<file path="src/rtl/bilinear_fetch4.sv">
// bilinear_fetch4: fetches the 2x2 pixel neighbourhood at (req_x, req_y) from
// an 8-bit image memory with one-cycle read latency, one read per cycle.
//
// Optional feature macro: FETCH_EDGE_CLAMP_EN
//   defined   -> coordinates are clamped to the image, zero dimensions read as 1
//   undefined -> x0=x, x1=x+1, y0=y, y1=y+1 unclamped; addresses wrap
//
// Ports:
//   clk, rst_n            clock, synchronous active-low reset
//   req_valid/req_ready   request handshake (ready only when idle)
//   req_x, req_y          top-left source pixel coordinate
//   img_w, img_h          image dimensions in pixels
//   base_addr             address of pixel (0,0)
//   mem_raddr, mem_rdata  image memory read port (data one cycle after address)
//   out_valid/out_ready   quad handshake
//   p00, p01, p10, p11    pixels (x0,y0), (x1,y0), (x0,y1), (x1,y1)
//   busy                  fetch in progress (not idle)
module bilinear_fetch4 #(
  parameter int unsigned ADDR_W = 19,
  parameter int unsigned DIM_W  = 16
) (
  input  logic              clk,
  input  logic              rst_n,
  input  logic              req_valid,
  output logic              req_ready,
  input  logic [DIM_W-1:0]  req_x,
  input  logic [DIM_W-1:0]  req_y,
  input  logic [DIM_W-1:0]  img_w,
  input  logic [DIM_W-1:0]  img_h,
  input  logic [ADDR_W-1:0] base_addr,
  output logic [ADDR_W-1:0] mem_raddr,
  input  logic [7:0]        mem_rdata,
  output logic              out_valid,
  input  logic              out_ready,
  output logic [7:0]        p00,
  output logic [7:0]        p01,
  output logic [7:0]        p10,
  output logic [7:0]        p11,
  output logic              busy
);

  // One extra bit so x+1 / y+1 never wrap inside the coordinate domain.
  localparam int unsigned CW = DIM_W + 1;

  typedef enum logic [2:0] {StIdle, StA0, StA1, StA2, StA3, StCap, StOut} state_e;

  state_e state_q, state_d;

  logic [DIM_W-1:0]  x_q, y_q, w_q, h_q;
  logic [ADDR_W-1:0] base_q;
  logic [ADDR_W-1:0] raddr_hold_q;
  logic [7:0]        p00_q, p01_q, p10_q, p11_q;

  logic [CW-1:0]     w_eff, x0, x1, y0, y1, ax, ay;
  logic [ADDR_W-1:0] addr_calc;
  logic              accept;

  assign accept = (state_q == StIdle) && req_valid;

  // Neighbour coordinates from the latched request.
`ifdef FETCH_EDGE_CLAMP_EN
  logic [CW-1:0] h_eff;
  always_comb begin
    w_eff = (w_q == '0) ? CW'(1) : CW'(w_q);
    h_eff = (h_q == '0) ? CW'(1) : CW'(h_q);
    x0    = (CW'(x_q) > w_eff - CW'(1)) ? w_eff - CW'(1) : CW'(x_q);
    y0    = (CW'(y_q) > h_eff - CW'(1)) ? h_eff - CW'(1) : CW'(y_q);
    x1    = (x0 + CW'(1) > w_eff - CW'(1)) ? w_eff - CW'(1) : x0 + CW'(1);
    y1    = (y0 + CW'(1) > h_eff - CW'(1)) ? h_eff - CW'(1) : y0 + CW'(1);
  end
`else
  // Height only matters for clamping.
  logic unused_h;
  assign unused_h = ^h_q;
  always_comb begin
    w_eff = CW'(w_q);
    x0    = CW'(x_q);
    y0    = CW'(y_q);
    x1    = CW'(x_q) + CW'(1);
    y1    = CW'(y_q) + CW'(1);
  end
`endif

  // Pick the neighbour addressed in the current state.
  always_comb begin
    ax = x0;
    ay = y0;
    unique case (state_q)
      StA1:    begin ax = x1; ay = y0; end
      StA2:    begin ax = x0; ay = y1; end
      StA3:    begin ax = x1; ay = y1; end
      default: begin ax = x0; ay = y0; end
    endcase
  end

  // Only the low ADDR_W bits of each term survive the modulo, so truncate
  // operands first and let the arithmetic wrap naturally.
  assign addr_calc = base_q + ADDR_W'(ay) * ADDR_W'(w_eff) + ADDR_W'(ax);

  always_comb begin
    state_d = state_q;
    unique case (state_q)
      StIdle:  if (req_valid) state_d = StA0;
      StA0:    state_d = StA1;
      StA1:    state_d = StA2;
      StA2:    state_d = StA3;
      StA3:    state_d = StCap;
      StCap:   state_d = StOut;
      StOut:   if (out_ready) state_d = StIdle;
      default: state_d = StIdle;
    endcase
  end

  always_ff @(posedge clk) begin
    if (!rst_n) begin
      state_q      <= StIdle;
      x_q          <= '0;
      y_q          <= '0;
      w_q          <= '0;
      h_q          <= '0;
      base_q       <= '0;
      raddr_hold_q <= '0;
      p00_q        <= '0;
      p01_q        <= '0;
      p10_q        <= '0;
      p11_q        <= '0;
    end else begin
      state_q <= state_d;
      if (accept) begin
        x_q    <= req_x;
        y_q    <= req_y;
        w_q    <= img_w;
        h_q    <= img_h;
        base_q <= base_addr;
      end
      // Read data lags the address by one state.
      if (state_q == StA1)  p00_q <= mem_rdata;
      if (state_q == StA2)  p01_q <= mem_rdata;
      if (state_q == StA3)  p10_q <= mem_rdata;
      if (state_q == StCap) p11_q <= mem_rdata;
      // Last issued address is held outside A0..A3.
      if (state_q == StA3)  raddr_hold_q <= addr_calc;
    end
  end

  always_comb begin
    mem_raddr = raddr_hold_q;
    if (state_q inside {StA0, StA1, StA2, StA3}) mem_raddr = addr_calc;
  end

  assign req_ready = (state_q == StIdle);
  assign busy      = (state_q != StIdle);
  assign out_valid = (state_q == StOut);
  assign p00       = p00_q;
  assign p01       = p01_q;
  assign p10       = p10_q;
  assign p11       = p11_q;

endmodule

</file>
<file path="config.mk">
export PLATFORM = sky130hd
export DESIGN_NAME = bilinear_fetch4
export DESIGN_NICKNAME = d
export VERILOG_FILES = /design/src/rtl/bilinear_fetch4.sv
export SDC_FILE = /design/constraint.sdc
export NUM_CORES = 1
export LEC_CHECK = 0
export CORE_MARGIN = 2
export CORE_UTILIZATION = 50
export CTS_CLUSTER_SIZE = 14
export DETAILED_ROUTE_END_ITERATION = 6
export PLACE_DENSITY = 0.76
export SKIP_CTS_REPAIR_TIMING = 1
export SLEW_MARGIN = 20
export SYNTH_ARGS = -nofsm -noshare
export SYNTH_HDL_FRONTEND = slang
export SYNTH_SLANG_ARGS = --single-unit
</file>
<file path="constraint.sdc">
create_clock -name clk -period 9.5 [get_ports clk]
set_clock_uncertainty 0.1 [all_clocks]
set_input_delay 1.9 -clock clk [delete_from_list [all_inputs] [get_ports clk]]
set_output_delay 1.9 -clock clk [all_outputs]
set_load 0.03 [all_outputs]
</file>
==> flow_metrics.py, run 1 <==
metrics = {
    "global_route": {
        "grt_pass1_vias": 9653,
        "overflow": 0,
        "grt_pass1_wl_um": 46800,
        "grt.total_usage": 0.243,
        "antenna_found_initial": 0,
        "grt_start_max_net_pins": 83,
    },
    "route": {
        "vias": 9424,
        "viasPerCell": 5.20,
        "dr.pass1.iters": 5,
        "ant_nets": 0,
        "drt_iter0_markers": 569,
        "wl_per_cell_um": 15.7,
        "routed_wl_um": 28400,
        "drcViolationCount": 0,
    },
    "pwr": {
        "p_int_mw": 1.17,
        "p_switching_mw": 0.668,
        "power_frac_clock": 0.361,
        "ir_worst_vdd_mv": 0.130,
        "swShare": 0.363,
        "combPwrFrac": 0.325,
        "seq_power_share": 0.313,
        "power.leakage_nw": 6.01,
        "power_density_nw_per_um2": 131,
    },
    "timing": {
        "relSlewSlack": 0.415,
        "worstMarginPinSlew_ps": 875,
        "final_max_slew_viol_count": 0,
        "whs_ps": 352,
        "fin_crit_sh": 0.980,
        "min_period_ps": 9310,
        "setup_viol": 0,
        "fmax_mhz": 107,
        "hold_viol_final": 0,
    },
    "die": {
        "ios": 149,
        "dieArea_um2": 24200,
        "coreArea_um2": 22600,
        "die_h_um": 156,
        "die_w_um": 156,
        "start_util": 0.508,
        "core.rowCount": 55,
    },
    "clock_network": {
        "clk_latency_ps": 420,
        "cts_tree": "built",
        "clkSinkCount": 121,
        "clk_path_buf_depth": 2,
        "numCtsBuffers": 17,
        "clkTransAtPathRegs_ps": 70,
        "htree_levels": 4,
        "root_buffer": "clkbuf_16",
    },
    "logic_synthesis": {
        "yosys_warnings": 0,
        "async_flop_share": 0,
        "synth_cells": 1387,
        "synth_cell_types": 51,
        "ys_seq_area_frac": 0.211,
        "synth_largest_area_cell": "fa_1",
        "syn_avg_cell_area_um2": 8.29,
        "synth_area_um2": 11500,
        "ys.flop_type": "dfxtp_1",
        "yosys-top-cells-area": "fa_1 (27%), dfxtp_1 (21%), nand2_1 (9.6%)",
        "synth_seq_cells": 121,
        "yosysTopAreaCellShare": 0.270,
        "synth_nets": 1693,
        "synth_edf_count": 0,
    },
    "min_path": {
        "hold_class": "flop to flop",
    },
    "cells_and_area": {
        "nets": 1820,
        "drive_gt1_frac": 0.0917,
        "final_area_um2": 14100,
        "areaGrowthSynthToFinish_pct": 22.3,
        "antenna_cells": 0,
    },
    "place": {
        "place_hpwl_um": 21400,
        "placed_cell_area_um2": 13200,
        "gp_congestion": 0.887,
        "io_buffers": 132,
    },
    "worst_setup_path": {
        "cp_max_fo": 10,
        "arrival_ps": 7310,
        "end_kind": "output pin",
        "critical_path.startpoint_type": "flop",
        "critPathRequiredTime_ps": 7500,
        "worstSetupPathType": "flop to output pin",
    },
    "run_status": {
        "outcome": "completed",
    },
    "job": {
        "cap_violations": 0,
    },
}
## per-layer routing
metal / track usage / vias to the layer above / wire length (um)
met4: 0.0782 / 0 / 751
met3: 0.0522 / 76 / 1820
met1: 0.319 / 4535 / 11900
li1: - / 4476 / -
met2: 0.404 / 337 / 13900
met5: 0 / - / 0
## worst paths after layout
path,cells after the start,to,slack [ps],startpoint
worst min register to register,2,raddr_hold_q[9]$_SDFFE_PN0N_,350,raddr_hold_q[9]$_SDFFE_PN0N_
worst max-delay path,24,mem_raddr[18],190,state_q[1]$_SDFFE_PN0P_
worst max register to register,28,raddr_hold_q[16]$_SDFFE_PN0N_,2600,state_q[1]$_SDFFE_PN0P_
worst min-delay path,2,raddr_hold_q[9]$_SDFFE_PN0N_,350,raddr_hold_q[9]$_SDFFE_PN0N_
## state kept, by name, summed over array words and instances, names as in the netlist
signal / cells
base_q: 19
p01: 8
x_q: 16
p00: 8
w_q: 16
state_q: 3
y_q: 16
raddr_hold_q: 19
p10: 8
p11: 8
## cells in the mapped netlist, drive strengths merged (10+ instances only)
library cell / number
nand2: 294
inv: 243
fa: 155
dfxtp: 121
a21oi: 118
and2: 77
clkbuf: 59
ha: 56
xnor2: 43
nor2: 40
nor2b: 28
nand3: 20
mux2: 19
xor2: 17
mux2i: 11
nand2b: 10
## placed cells by master, fill, tap and decap left out, types with 17 or more instances in the layout
cell type	count
nand2_1	293
inv_1	242
fa_1	153
clkdlybuf4s50_1	125
dfxtp_1	119
a21oi_1	117
and2_1	76
ha_1	55
buf_4	42
xnor2_1	36
nor2_1	35
nor2b_1	24
nand3_1	20
mux2_2	18
clkbuf_16	17
## critical path: stages (launching register included)
cell	delay (ps)
dfxtp_2	360
buf_6	140
nand3b_1	130
buf_4	180
a211oi_2	240
buf_4	180
nand4_1	150
xnor2_2	300
nand2_1	120
fa_1	500
fa_1	580
fa_1	460
fa_1	570
fa_1	430
fa_2	370
xnor2_1	180
xnor2_1	150
xnor2_1	160
xnor2_1	160
xnor3_1	350
xor3_1	220
xnor3_2	310
xor2_2	210
mux2_4	260
buf_4	170
## final cells by class
type,instances,area [um2]
clock buffers,17,425
clock inverters,15,178
fillers,1851,8570
inverters,243,913
multi-input cells,958,8100
flip-flops and latches,121,2420
well taps,285,357
repair buffers,173,1670
## cells by family after synthesis
group,synth area share
AO/OA/AOI/OAI,0.0742
XOR/XNOR,0.0562
adder cells (fa/ha/maj),0.331
buffers and inverters,0.101
flip-flops,0.211
multiplexers,0.0285
AND/OR/NAND/NOR,0.199
## power by group through the flow
stage / clock network, mW / logic, mW / registers (mW)
final: 0.665 / 0.599 / 0.576
after global routing: 0.700 / 0.662 / 0.580
after CTS: 0.672 / 0.585 / 0.573
after detailed placement: 0 / 0.581 / 0.584
after global placement: 0 / 0.567 / 0.583
after floorplan: 0 / 0.383 / 0.572
## per-stage QoR
step                      utilization  TNS (ps)  setup slack, ps  std cells  total power [mW]
after global routing            0.621      -104            -58.2       1812              1.94
final                           0.621         0              187       1812              1.84
after detailed placement        0.583         0              104       1767              1.17
after floorplan                     -         0              825       1387             0.954
after CTS                       0.609      -813             -427       1799              1.83
after global placement          0.583         0              252       1767              1.15
Note: power is estimated with default switching activity, not from simulation.
==> run 2: changes to the inputs <==
==> constraint.sdc (replaced) <==
create_clock -name clk -period 9.5 [get_ports clk]
set_clock_uncertainty 0.1 [all_clocks]
set_input_delay 1.9 -clock clk [delete_from_list [all_inputs] [get_ports clk]]
set_output_delay 1.9 -clock clk [all_outputs]
set_load 0.02 [all_outputs]
==> flow_metrics.py, run 2 (same netlist as run 1, synthesis figures left out) <==
metrics = {
    "run_status": {
        "outcome": "completed",
    },
    "global_route": {
        "grt_start_max_net_pins": 79,
        "grt.total_usage": 0.241,
        "overflow": 0,
        "grt_pass1_wl_um": 46500,
        "grt_pass1_vias": 9760,
        "antenna_found_initial": 0,
    },
    "min_path": {
        "holdCritStartpoint": "raddr_hold_q[1]$_SDFFE_PN0N_",
        "hold_class": "flop to flop",
    },
    "timing": {
        "final_max_slew_viol_count": 0,
        "fmax_mhz": 106,
        "rsz0062_at_grt": "true",
        "whs_ps": 354,
        "relSlewSlack": 0.409,
        "min_period_ps": 9390,
        "hold_viol_final": 0,
        "worstMarginPinSlew_ps": 883,
        "setup_viol": 0,
        "fin_crit_sh": 0.989,
    },
    "clock_network": {
        "cts_tree": "built",
        "clkSinkCount": 121,
        "htree_levels": 4,
        "root_buffer": "clkbuf_16",
        "numCtsBuffers": 17,
        "clk_latency_ps": 420,
        "clk_path_buf_depth": 2,
        "clkTransAtPathRegs_ps": 70,
    },
    "worst_setup_path": {
        "critical_path.startpoint_type": "flop",
        "startpoint": "state_q[1]$_SDFFE_PN0P_",
        "worstSetupPathType": "flop to output pin",
        "cp_max_fo": 6,
        "end_kind": "output pin",
        "r2r-start": "state_q[1]$_SDFFE_PN0P_",
        "arrival_ps": 7390,
        "critPathRequiredTime_ps": 7500,
    },
    "pwr": {
        "ir_worst_vdd_mv": 0.127,
        "seq_power_share": 0.316,
        "swShare": 0.355,
        "p_total_mw": 1.82,
        "combPwrFrac": 0.318,
        "power_density_nw_per_um2": 129,
        "p_switching_mw": 0.645,
        "power.leakage_nw": 6.13,
        "p_int_mw": 1.17,
        "power_frac_clock": 0.366,
    },
    "cells_and_area": {
        "drive_gt1_frac": 0.0951,
        "nets": 1838,
        "reg_top3": "base_q: 19 flops, raddr_hold_q: 19 flops",
        "antenna_cells": 0,
        "final_cell_mix": "nand2_1 (293), inv_1 (242), fa_1 (154)",
        "nFillCells": 1849,
        "areaGrowthSynthToFinish_pct": 22.6,
        "final_common_cell": "nand2_1",
    },
    "place": {
        "io_buffers": 132,
        "gp_congestion": 0.937,
        "place_hpwl_um": 21700,
    },
    "die": {
        "dieArea_um2": 24200,
        "ios": 149,
        "die_h_um": 156,
        "start_util": 0.508,
        "coreArea_um2": 22600,
        "core.rowCount": 55,
        "die_w_um": 156,
    },
    "route": {
        "vias": 9503,
        "wl_per_cell_um": 15.4,
        "routed_wl_um": 28200,
        "dr.pass1.iters": 5,
        "drcViolationCount": 0,
        "viasPerCell": 5.19,
        "drt_iter0_markers": 523,
        "ant_nets": 0,
    },
    "job": {
        "cap_violations": 0,
    },
}
run 2: final timing paths:
path | to | slack [ps] | cells past startpoint
worst max-delay path | mem_raddr[18] | 110 | 22
worst min-delay path | raddr_hold_q[1]$_SDFFE_PN0N_ | 350 | 2
worst max register to register | raddr_hold_q[17]$_SDFFE_PN0N_ | 2460 | 27
worst min register to register | raddr_hold_q[1]$_SDFFE_PN0N_ | 350 | 2
run 2: metal layers:
layer  wire length (um)  vias to the layer above  track usage  part of all wire
met5                  0                        -            0                 0
met4                679                        0       0.0795             0.024
met3               1890                       51       0.0508             0.067
met2              13900                      329        0.413              0.49
met1              11700                     4609        0.304              0.42
li1                   -                     4514            -                 -
run 2: worst max-delay path: stages, from the launching register on:
cell and delay [ps]:
dfxtp_2 340, or3b_4 420, a211oi_2 230, buf_4 180, nand4_1 150, xnor2_2 280
nand2_1 130, fa_1 550, fa_1 600, fa_1 450, fa_1 560, fa_1 430
fa_1 420, xnor2_1 200, xnor2_1 160, xnor2_1 160, xnor2_1 160, xnor3_1 270
xor3_1 200, xnor3_1 410, xor2_1 200, mux2_4 260, clkbuf_2 170
run 2: area by class of cell:
cell class / instances / area (um2) / share of cell area
clock buffer: 17 / 425 / 0.0302
clock inverter: 15 / 176 / 0.0125
inverter: 243 / 913 / 0.0648
multi-input combinational: 958 / 8040 / 0.570
sequential: 121 / 2430 / 0.172
tap: 285 / 357 / 0.0253
timing repair buffer: 191 / 1770 / 0.125
run 2: metrics by stage:
step | util | TNS (ps) | instance area [um2] | instances | worst slack (ps)
6_report | 0.623 | 0 | 14100 | 1830 | 109
5_1_grt | 0.623 | -278 | 14100 | 1830 | -133
4_1_cts | 0.616 | -2200 | 13900 | 1821 | -564
3_5_place_dp | 0.589 | -5.10 | 13300 | 1789 | -5.10
3_3_place_gp | 0.589 | -1.41 | 13300 | 1789 | -1.41
2_1_floorplan | - | 0 | 11500 | 1387 | 846
run 2: power by group through the flow:
stage,clock (mW),sequential (mW),combinational (mW)
6_report,0.666,0.575,0.578
2_1_floorplan,0,0.569,0.368
5_1_grt,0.697,0.579,0.647
3_5_place_dp,0,0.584,0.574
3_3_place_gp,0,0.582,0.560
4_1_cts,0.673,0.573,0.578
==> run 3: changes to the inputs <==
--- a/config.mk
+++ b/config.mk
@@ -5,11 +5,13 @@
 export SDC_FILE = /design/constraint.sdc
 export NUM_CORES = 1
 export LEC_CHECK = 0
+export CELL_PAD_IN_SITES_DETAIL_PLACEMENT = 1
+export CELL_PAD_IN_SITES_GLOBAL_PLACEMENT = 1
 export CORE_MARGIN = 2
-export CORE_UTILIZATION = 50
+export CORE_UTILIZATION = 39
 export CTS_CLUSTER_SIZE = 14
 export DETAILED_ROUTE_END_ITERATION = 6
-export PLACE_DENSITY = 0.76
+export PLACE_DENSITY = 0.82
 export SKIP_CTS_REPAIR_TIMING = 1
 export SLEW_MARGIN = 20
 export SYNTH_ARGS = -nofsm -noshare
==> constraint.sdc (replaced) <==
create_clock -name clk -period 7.8 [get_ports clk]
set_clock_uncertainty 0.1 [all_clocks]
set_input_delay 1.56 -clock clk [delete_from_list [all_inputs] [get_ports clk]]
set_output_delay 1.56 -clock clk [all_outputs]
set_load 0.02 [all_outputs]
==> flow_metrics.py, run 3 (same netlist as run 1, synthesis figures left out) <==
metrics = {
    "die": {
        "start_util": 0.399,
        "coreArea_um2": 28900,
        "die_h_um": 176,
        "core.rowCount": 62,
        "dieArea_um2": 30900,
        "ios": 149,
        "die_w_um": 176,
    },
    "place": {
        "place_hpwl_um": 29600,
        "placed_cell_area_um2": 14200,
        "placed_cells": 1976,
        "io_buffers": 132,
        "gp_congestion": 0.857,
    },
    "pwr": {
        "power_frac_clock": 0.339,
        "seq_power_share": 0.285,
        "p_total_mw": 2.43,
        "ir_worst_vdd_mv": 0.145,
        "combPwrFrac": 0.376,
        "p_int_mw": 1.54,
        "power.leakage_nw": 6.66,
        "p_switching_mw": 0.898,
        "power_density_nw_per_um2": 160,
        "swShare": 0.369,
    },
    "worst_setup_path": {
        "cp_max_fo": 4,
        "reg2reg_to": "raddr_hold_q[18]$_SDFFE_PN0N_",
        "worstSetupPathType": "flop to output pin",
        "critPathRequiredTime_ps": 6140,
        "critical_path.startpoint_type": "flop",
        "r2r-start": "y_q[1]$_SDFFE_PN0P_",
        "startpoint": "y_q[1]$_SDFFE_PN0P_",
        "end_kind": "output pin",
        "arrival_ps": 7650,
        "critPathSlowestCell": "fa_1",
        "critPathMaxStageDelay_ps": 580,
        "endpoint": "mem_raddr[18]",
        "r2r_setup_slack_ps": 610,
        "r2r_cells": 26,
        "crit_top_cell": "fa_1",
    },
    "clock_network": {
        "clkSinkCount": 121,
        "htree_levels": 4,
        "cts_tree": "built",
        "clk_path_buf_depth": 2,
        "clkTransAtPathRegs_ps": 70,
        "root_buffer": "clkbuf_16",
        "clk_latency_ps": 440,
        "numCtsBuffers": 17,
    },
    "timing": {
        "rsz0062_at_grt": "true",
        "relSlewSlack": 0.234,
        "final_max_slew_viol_count": 0,
        "setup_viol": 12,
        "fin_ws_ps": -1510,
        "fmax_mhz": 107,
        "worstMarginPinSlew_ps": 1140,
        "fin_crit_sh": 1.19,
        "min_period_ps": 9310,
        "hold_viol_final": 0,
    },
    "route": {
        "drt_iter0_markers": 725,
        "drcViolationCount": 0,
        "dr.pass1.iters": 5,
        "viasPerCell": 5.33,
        "routed_wl_um": 44900,
        "wl_per_cell_um": 22.2,
        "vias": 10800,
        "ant_nets": 0,
    },
    "global_route": {
        "grt_pass1_vias": 11800,
        "antenna_found_initial": 0,
        "grt_start_max_net_pins": 97,
        "grt.total_usage": 0.265,
        "overflow": 0,
        "grt_pass1_wl_um": 63200,
    },
    "cells_and_area": {
        "reg_top3": "base_q: 19 flops, raddr_hold_q: 19 flops",
        "final_cell_mix": "nand2_1 (293), inv_1 (235), fa_1 (153), buf_4 (153)",
        "antenna_cells": 0,
        "drive_gt1_frac": 0.176,
        "areaGrowthSynthToFinish_pct": 32.0,
        "fin_cells": 2023,
        "final_area_um2": 15200,
        "nets": 1932,
        "final_common_cell": "nand2_1",
    },
    "min_path": {
        "hold_class": "flop to flop",
        "hold_path_depth": 2,
    },
    "run_status": {
        "violations": "setup timing",
        "outcome": "complete, but fails checks",
    },
    "job": {
        "cap_violations": 0,
    },
}
## run 3: final cells by class
class / count / area (um2)
Clock inverter: 15 / 166
Clock buffer: 17 / 425
Fill cell: 3381 / 13700
Multi-Input combinational cell: 958 / 8320
Tap cell: 384 / 480
Timing Repair Buffer: 285 / 2460
Sequential cell: 121 / 2430
Inverter: 243 / 913
## run 3: worst min-delay path by stage
stage	from	end	slack, ps
after floorplan	raddr_hold_q[0]$_SDFFE_PN0N_	raddr_hold_q[0]$_SDFFE_PN0N_	330
after global routing	raddr_hold_q[6]$_SDFFE_PN0N_	raddr_hold_q[6]$_SDFFE_PN0N_	370
final	raddr_hold_q[10]$_SDFFE_PN0N_	raddr_hold_q[10]$_SDFFE_PN0N_	360
after CTS	base_q[17]$_SDFFE_PN0P_	base_q[17]$_SDFFE_PN0P_	360
after detailed placement	base_q[17]$_SDFFE_PN0P_	base_q[17]$_SDFFE_PN0P_	350
after global placement	raddr_hold_q[13]$_SDFFE_PN0N_	raddr_hold_q[13]$_SDFFE_PN0N_	340
## run 3: metrics by stage
stage                     utilization  hold WS [ps]  setup WS [ps]  setup TNS (ps)
after floorplan                     -           334          -17.1           -21.1
after global placement          0.494           339           -862           -5250
after detailed placement        0.494           348          -1050           -7740
after CTS                       0.514           357          -1620          -14780
after global routing            0.526           375          -1640          -12480
final                           0.526           358          -1510          -10100
## run 3: metal layers
| layer | part of all wire | GRT usage | vias to the layer above | wire (um) |
|---|---|---|---|---|
| met4 | 0.045 | 0.116 | 0 | 2000 |
| met1 | 0.39 | 0.301 | 5507 | 17400 |
| met3 | 0.049 | 0.0487 | 154 | 2190 |
| li1 | - | - | 4694 | - |
| met5 | 0 | 0 | - | 0 |
| met2 | 0.52 | 0.482 | 425 | 23300 |
## run 3: critical path, delay by kind of cell, from the launching register on
family,cells,cell delay [ps]
multiplexers,1,270
flip-flops,1,350
AND/OR/NAND/NOR,3,690
buffers and inverters,5,600
XOR/XNOR,9,2040
adder cells (fa/ha/maj),7,3140
AO/OA/AOI/OAI,1,110
## run 3: power groups by stage
stage | Sequential, mW | Clock (mW) | Combinational (mW)
floorplan | 0.694 | 0 | 0.464
global placement | 0.699 | 0 | 0.777
detailed placement | 0.703 | 0 | 0.826
CTS | 0.690 | 0.827 | 0.845
global route | 0.696 | 0.855 | 0.988
finish | 0.694 | 0.825 | 0.915
